`src/rtl/calc_pkg.sv`:
```
// Shared opcodes, sequencer state encoding and operand type for the calculator controller.
package calc_pkg;

  localparam int CALC_W = 10;

  localparam logic [2:0] OP_EQ  = 3'b000;
  localparam logic [2:0] OP_ADD = 3'b010;
  localparam logic [2:0] OP_SUB = 3'b011;
  localparam logic [2:0] OP_DIV = 3'b100;
  localparam logic [2:0] OP_MUL = 3'b101;

  typedef enum logic [2:0] {
    S_A,
    S_B,
    S_EXEC,
    S_WAIT,
    S_RES,
    S_ERR
  } state_e;

  typedef logic signed [CALC_W-1:0] operand_t;

  // 001 and 11x carry no operation; a key press with one of them is a no-op.
  function automatic logic op_reserved(input logic [2:0] code);
    return (code == 3'b001) || (code[2:1] == 2'b11);
  endfunction

endpackage

```
`src/rtl/calc_timeout_cnt.sv`:
```
// Wait-cycle counter for the ALU handshake; flags the last permitted wait cycle.
module calc_timeout_cnt #(
  parameter int TIMEOUT = 64
) (
  input  logic clk,
  input  logic rst_n,
  input  logic clr_i,
  input  logic en_i,
  output logic expired_o
);

  localparam int CW = (TIMEOUT > 1) ? $clog2(TIMEOUT) : 1;
  localparam logic [CW-1:0] LAST = CW'(TIMEOUT - 1);

  logic [CW-1:0] cnt_q, cnt_d;

  always_comb begin
    cnt_d = cnt_q;
    if (clr_i) begin
      cnt_d = '0;
    end else if (en_i && (cnt_q != LAST)) begin
      cnt_d = cnt_q + 1'b1;
    end
  end

  always_ff @(posedge clk or negedge rst_n) begin
    if (!rst_n) begin
      cnt_q <= '0;
    end else begin
      cnt_q <= cnt_d;
    end
  end

  // Counter holds at LAST, so expiry lands on exactly the TIMEOUT-th wait cycle.
  assign expired_o = en_i && (cnt_q == LAST);

endmodule

```
`src/rtl/calc_seq_ctrl.sv`:
```
// Calculator sequencer: key events build operand/accumulator chains and drive a multi-cycle ALU.
module calc_seq_ctrl
  import calc_pkg::*;
#(
  parameter int W       = CALC_W,
  parameter int TIMEOUT = 64
) (
  input  logic                clk,
  input  logic                rst_n,
  input  logic [W-1:0]        sw_val,
  input  logic                num_pulse,
  input  logic                op_pulse,
  input  logic [2:0]          op_code,
  input  logic                neg_pulse,
  input  logic                clr_pulse,
  output logic signed [W-1:0] alu_a,
  output logic signed [W-1:0] alu_b,
  output logic [2:0]          alu_op,
  output logic                alu_start,
  input  logic                alu_done,
  input  logic signed [W-1:0] alu_result,
  input  logic                alu_err,
  output logic signed [W-1:0] disp_val,
  output logic                err,
  output logic                busy
);

  state_e              state_q, state_d;
  logic signed [W-1:0] acc_q, acc_d;
  logic signed [W-1:0] operand_q, operand_d;
  logic                opnd_vld_q, opnd_vld_d;
  logic [2:0]          pend_op_q, pend_op_d;
  logic [2:0]          next_op_q, next_op_d;
  logic signed [W-1:0] disp_q, disp_d;
  logic signed [W-1:0] alu_a_q, alu_a_d;
  logic signed [W-1:0] alu_b_q, alu_b_d;
  logic [2:0]          alu_op_q, alu_op_d;
  logic                alu_start_q, alu_start_d;
  logic                err_q, err_d;
  logic                busy_q, busy_d;

  logic ev_num, ev_op, ev_neg;
  logic cnt_clr, cnt_en, tmo_expired;

  // Two's complement negation; the most negative value maps onto itself.
  function automatic logic signed [W-1:0] neg_wrap(input logic signed [W-1:0] v);
    return -v;
  endfunction

  assign ev_num = num_pulse && !clr_pulse;
  assign ev_op  = op_pulse && !op_reserved(op_code) && !clr_pulse && !num_pulse;
  assign ev_neg = neg_pulse && !clr_pulse && !num_pulse && !ev_op;

  assign cnt_clr = clr_pulse || (state_q == S_EXEC);
  assign cnt_en  = (state_q == S_WAIT);

  calc_timeout_cnt #(
    .TIMEOUT(TIMEOUT)
  ) u_tmo (
    .clk      (clk),
    .rst_n    (rst_n),
    .clr_i    (cnt_clr),
    .en_i     (cnt_en),
    .expired_o(tmo_expired)
  );

  always_comb begin
    state_d     = state_q;
    acc_d       = acc_q;
    operand_d   = operand_q;
    opnd_vld_d  = opnd_vld_q;
    pend_op_d   = pend_op_q;
    next_op_d   = next_op_q;
    disp_d      = disp_q;
    alu_a_d     = alu_a_q;
    alu_b_d     = alu_b_q;
    alu_op_d    = alu_op_q;
    alu_start_d = 1'b0;
    err_d       = err_q;

    case (state_q)
      S_A: begin
        if (ev_num) begin
          operand_d  = sw_val;
          opnd_vld_d = 1'b1;
          disp_d     = sw_val;
        end else if (ev_op) begin
          if (op_code != OP_EQ) begin
            acc_d      = operand_q;
            pend_op_d  = op_code;
            opnd_vld_d = 1'b0;
            disp_d     = operand_q;
            state_d    = S_B;
          end
        end else if (ev_neg) begin
          operand_d = neg_wrap(operand_q);
          disp_d    = neg_wrap(operand_q);
        end
      end

      S_B: begin
        if (ev_num) begin
          operand_d  = sw_val;
          opnd_vld_d = 1'b1;
          disp_d     = sw_val;
        end else if (ev_op) begin
          if (!opnd_vld_q) begin
            if (op_code != OP_EQ) begin
              pend_op_d = op_code;
            end
          end else if ((pend_op_q == OP_DIV) && (operand_q == '0)) begin
            // Division by zero is caught here so the ALU is never launched.
            state_d = S_ERR;
            err_d   = 1'b1;
            disp_d  = '0;
          end else begin
            alu_start_d = 1'b1;
            alu_a_d     = acc_q;
            alu_b_d     = operand_q;
            alu_op_d    = pend_op_q;
            next_op_d   = op_code;
            state_d     = S_EXEC;
          end
        end else if (ev_neg) begin
          operand_d = neg_wrap(operand_q);
          disp_d    = neg_wrap(operand_q);
        end
      end

      S_EXEC: begin
        state_d = S_WAIT;
      end

      S_WAIT: begin
        if (alu_done) begin
          if (alu_err) begin
            state_d = S_ERR;
            err_d   = 1'b1;
            disp_d  = '0;
          end else begin
            acc_d  = alu_result;
            disp_d = alu_result;
            if (next_op_q == OP_EQ) begin
              state_d = S_RES;
            end else begin
              pend_op_d  = next_op_q;
              opnd_vld_d = 1'b0;
              state_d    = S_B;
            end
          end
        end else if (tmo_expired) begin
          state_d = S_ERR;
          err_d   = 1'b1;
          disp_d  = '0;
        end
      end

      S_RES: begin
        if (ev_num) begin
          operand_d  = sw_val;
          opnd_vld_d = 1'b1;
          disp_d     = sw_val;
          state_d    = S_A;
        end else if (ev_op) begin
          if (op_code != OP_EQ) begin
            pend_op_d  = op_code;
            opnd_vld_d = 1'b0;
            state_d    = S_B;
          end
        end else if (ev_neg) begin
          acc_d  = neg_wrap(acc_q);
          disp_d = neg_wrap(acc_q);
        end
      end

      S_ERR: begin
        err_d  = 1'b1;
        disp_d = '0;
      end

      default: begin
        state_d = S_A;
      end
    endcase

    // Clear behaves like reset from any state, abandoning an in-flight ALU operation.
    if (clr_pulse) begin
      state_d     = S_A;
      acc_d       = '0;
      operand_d   = '0;
      opnd_vld_d  = 1'b0;
      pend_op_d   = OP_EQ;
      next_op_d   = OP_EQ;
      disp_d      = '0;
      alu_a_d     = '0;
      alu_b_d     = '0;
      alu_op_d    = OP_EQ;
      alu_start_d = 1'b0;
      err_d       = 1'b0;
    end

    busy_d = (state_d == S_EXEC) || (state_d == S_WAIT);
  end

  always_ff @(posedge clk or negedge rst_n) begin
    if (!rst_n) begin
      state_q     <= S_A;
      acc_q       <= '0;
      operand_q   <= '0;
      opnd_vld_q  <= 1'b0;
      pend_op_q   <= OP_EQ;
      next_op_q   <= OP_EQ;
      disp_q      <= '0;
      alu_a_q     <= '0;
      alu_b_q     <= '0;
      alu_op_q    <= OP_EQ;
      alu_start_q <= 1'b0;
      err_q       <= 1'b0;
      busy_q      <= 1'b0;
    end else begin
      state_q     <= state_d;
      acc_q       <= acc_d;
      operand_q   <= operand_d;
      opnd_vld_q  <= opnd_vld_d;
      pend_op_q   <= pend_op_d;
      next_op_q   <= next_op_d;
      disp_q      <= disp_d;
      alu_a_q     <= alu_a_d;
      alu_b_q     <= alu_b_d;
      alu_op_q    <= alu_op_d;
      alu_start_q <= alu_start_d;
      err_q       <= err_d;
      busy_q      <= busy_d;
    end
  end

  assign alu_a     = alu_a_q;
  assign alu_b     = alu_b_q;
  assign alu_op    = alu_op_q;
  assign alu_start = alu_start_q;
  assign disp_val  = disp_q;
  assign err       = err_q;
  assign busy      = busy_q;

endmodule

```
`config.mk`:
```
export PLATFORM = sky130hd
export DESIGN_NAME = calc_seq_ctrl
export DESIGN_NICKNAME = d
export VERILOG_FILES = /design/src/rtl/calc_pkg.sv /design/src/rtl/calc_timeout_cnt.sv /design/src/rtl/calc_seq_ctrl.sv
export SDC_FILE = /design/constraint.sdc
export NUM_CORES = 1
export LEC_CHECK = 0
export CAP_MARGIN = 10
export CORE_ASPECT_RATIO = 1.2
export CORE_MARGIN = 2
export CORE_UTILIZATION = 59
export DETAILED_ROUTE_END_ITERATION = 10
export MAX_ROUTING_LAYER = met4
export PLACE_DENSITY = 0.88
export REMOVE_ABC_BUFFERS = 1
export SYNTH_ARGS = -nofsm -noshare
export SYNTH_HDL_FRONTEND = slang
export SYNTH_HIERARCHICAL = 1
export SYNTH_SLANG_ARGS = --single-unit
export TNS_END_PERCENT = 10
```
`constraint.sdc`:
```
create_clock -name clk -period 6 [get_ports clk]
set_input_delay 0.6 -clock clk [delete_from_list [all_inputs] [get_ports clk]]
set_output_delay 0.6 -clock clk [all_outputs]
set_load 0.005 [all_outputs]
```
==> run_results.csv <==
group,metric,value,unit
routing,wire_per_inst,20.9,µm
logic_synthesis,synth_area_leaders,"dfrtp_1 (39%), nand2_1 (7.0%), nand3_1 (4.3%), o21ai_0 (3.8%), a21oi_1 (3.5%)",
worst_setup_path,required,6.28,ns
clock_tree,ctsHoldBuffers,0,
routing,num_vias,4778,
worst_setup_path,r2r_cells,11,
min_path,hold_class,"input port to async pin",
placement,port_buffers,66,
worst_setup_path,crit_family,"simple AND/OR/NAND/NOR gates",
worst_setup_path,reg2reg_slack,2.69,ns
logic_synthesis,synth_compound_area_share,25.9,%
logic_synthesis,async_flop_share,100,%
routing,antenna_left,0,
worst_setup_path,end_kind,"register",
grt,track_usage,35.7,%
worst_setup_path,startpoint_type,"input port",
worst_setup_path,r2r_start,"state_q[2]",
logic_synthesis,synth_edf_count,0,
clock_tree,cts_root_buffer,"clkbuf_8",
timing,hold_violations,0,
logic_synthesis,synth_fa_ha_area_share,1.04,%
grt,grt_max_degree,73,
logic_synthesis,synth_simple_gate_area_share,23.3,%
floorplan,die-area,0.00850,mm²
logic_synthesis,ys.warnings.count,6,
timing,rsz0062_at_grt,"false",
run_status,status,"complete, no violations",
floorplan,initial_core_util,60.2,%
clock_tree,cts.sinks,72,
routing,via_per_inst,6.97,
clock_tree,cts_tree,"yes",
worst_setup_path,crit_slowest_cell,"and3b_1",
logic_synthesis,synth_area,0.00459,mm²
timing,final.setup_skew,0.0110,ns
clock_tree,cts_buffer_depth,2,
routing,drt-total-wl,14400,µm
clock_tree,cts-resized-gates,0,
placement,gp_congestion,1.03,
pwr,pwr_density_cell,235,mW/mm²
grt,grt_pass1_vias,4609,
logic_synthesis,synth_cells,547,
clock_tree,clkSlewWorstSetupHoldPaths,0.08,ns
timing,period_share,56.9,%
logic_synthesis,netlist.area_leader.share,39.3,%
logic_synthesis,ys_types,76,
floorplan,die_w,84.5,µm
timing,post-route-min-period,3.41,ns
logic_synthesis,synth.area.mux_share,2.51,%
worst_setup_path,cp_slowest_stage_delay,0.63,ns
worst_setup_path,reg2reg_to,"disp_val[4]",
job,cap_viol_max_count,0,
clock_tree,worstSkewPairLatency,0.36,ns
cells_and_area,n_antenna_cell,0,
logic_synthesis,yosysSeqAreaShare,39.3,%
worst_setup_path,path_max_fanout,37,
worst_setup_path,crit_buf_inv,2,
logic_synthesis,syn-mean-instance-area,8.39,µm²
grt,grt-ovfl-total,0,
worst_setup_path,path_class,"input port to register",
logic_synthesis,yosys.area.top_type,"dfrtp_1",
routing,drc,0,
clock_tree,cts_setup_buffers,0,
timing,hold_slack,0.455,ns
timing,finalSetupViolCount,0,
logic_synthesis,synth_xor_area_share,2.29,%
floorplan,io_pins,67,
timing,setup_tns,0,ns
logic_synthesis,synthFlopType,"dfrtp_1",
routing,drt_iter0_drc,607,
cells_and_area,nets,623,
worst_setup_path,arrival,3.69,ns
routing,first_pass_iters,5,
logic_synthesis,ys_seq_elements,72,
floorplan,core_area,0.00762,mm²
pwr,power_leakage,2.29,nW
grt,grt_pass1_wl,23300,µm
cells_and_area,drive_gt1_share,7.58,%
clock_tree,tritoncts.num_buffers,9,
clock_tree,htreeDepth,3,
grt,antenna_found_initial,0,
timing,tightest_slew,1.02,ns
worst_setup_path,path_cells,"clkdlybuf4s50_1, a21boi_1, and3b_1, nor4b_2, nand2_2, inv_2, nand2_1, a21oi_1",
logic_synthesis,synth_top_family_by_area,"compound AO/OA/AOI/OAI gates",
floorplan,row_count,35,
pwr,irDropWorstVdd,149,µV
timing,max_slew_margin,32.3,%
cells_and_area,fillers,621,
timing,fmax,293,MHz
placement,dp_hpwl,9870,µm
floorplan,die_y,101,µm
cells_and_area,area_growth,18.5,%
worst_setup_path,crit_cells,8,
timing,slew_violations,0,
## Yosys cell counts, drive strengths merged, types with 2 or more instances
cell,n
or4b,2
o311a,2
nand2b,4
nor3,19
a21boi,4
o211ai,9
o2bb2ai,7
inv,18
nor4,3
mux2,4
and3,4
a21o,7
o21bai,2
a41oi,2
ha,3
a22oi,3
a31oi,11
buf,16
xor2,5
clkbuf,26
xnor2,7
a22o,9
or4,3
nor2b,4
or3,4
o311ai,3
a221oi,10
o221ai,4
dfrtp,72
nor4b,2
nand3,39
o22ai,6
or2,2
mux2i,7
nor3b,7
o21ai,38
nand4,3
o32ai,2
a211oi,6
o31ai,7
a32oi,2
nor2,30
a21oi,32
nand2,86
## power by group
| part | internal (mW) | switching [mW] |
|---|---|---|
| Clock | 0.237 | 0.203 |
| Combinational | 0.124 | 0.158 |
| Sequential | 0.508 | 0.0497 |
| Total | 0.869 | 0.410 |
## through the flow
| stage | std cells | util, % | area [µm²] | setup WS [ns] | power, mW |
|---|---|---|---|---|---|
| 3_3_place_gp | 670 | 68.5 | 5220 | 2.43 | 0.827 |
| 5_1_grt | 686 | 71.3 | 5440 | 2.20 | 1.32 |
| 2_1_floorplan | 505 | - | 4390 | 3.06 | 0.719 |
| 4_1_cts | 686 | 71.3 | 5440 | 2.64 | 1.27 |
| 6_report | 686 | 71.3 | 5440 | 2.59 | 1.28 |
| 3_5_place_dp | 670 | 68.5 | 5220 | 2.29 | 0.834 |
## state kept, by name, summed over array words and instances, names as in the netlist
name         flops
alu_b           10
opnd_vld_q       1
alu_a           10
busy             1
acc_q           10
pend_op_q        3
next_op_q        3
alu_start        1
err              1
u_tmo/cnt_q      6
operand_q       10
alu_op           3
disp_val        10
state_q          3
## cells in the final DEF, fill, tap and decap left out, drive strengths merged, types with 5 or more instances in the layout
| cell type | n |
|---|---|
| a22o | 9 |
| o21ai | 38 |
| xor2 | 5 |
| clkdlybuf4s50 | 65 |
| nor3b | 7 |
| clkbuf | 10 |
| a221oi | 10 |
| nand3 | 39 |
| o211ai | 9 |
| a21o | 7 |
| nor3 | 19 |
| o2bb2ai | 7 |
| dfrtp | 72 |
| xnor2 | 7 |
| buf | 8 |
| o22ai | 6 |
| inv | 19 |
| a21oi | 32 |
| a211oi | 6 |
| nand2 | 86 |
| nor2 | 30 |
| mux2i | 7 |
| a31oi | 11 |
| o31ai | 7 |
## per-layer routing
layer,vias up,part of all wire [%],GRT usage [%],routed length [µm]
li1,2101,-,-,-
met1,2279,39,46.6,5540
met2,314,46,53.2,6630
met3,84,8.5,3.69,1220
met4,0,6.8,23.1,977
met5,-,0,-,0
## how the worst max path moves through the flow
stage	endpoint	slack (ns)	from
6_report	alu_b[9]	2.59	op_code[2]
5_1_grt	alu_b[9]	2.20	op_code[2]
4_1_cts	alu_b[9]	2.64	op_code[2]
3_5_place_dp	alu_b[9]	2.29	op_code[2]
3_3_place_gp	alu_b[9]	2.43	op_code[2]
2_1_floorplan	disp_val[3]	3.06	state_q[2]
## kinds of logic (layout without fill, tap and decap cells)
kind of cell / after synthesis / after routing
simple gates: 215 / 215
compound gates: 173 / 173
flops: 72 / 72
buf+inv: 60 / 107
xor+xnor: 12 / 12
mux: 11 / 11
fa+ha+maj: 4 / 4
## final cells by class
| type | count | area, µm² | share of cell area, % |
|---|---|---|---|
| repair buffers | 73 | 708 | 13.0 |
| flip-flops and latches | 72 | 1800 | 33.1 |
| multi-input cells | 415 | 2520 | 46.4 |
| clock buffers | 10 | 128 | 2.35 |
| inverters | 18 | 67.6 | 1.24 |
| clock inverters | 6 | 91.3 | 1.68 |
| well taps | 92 | 115 | 2.12 |
(Power assumes the default switching activity.)
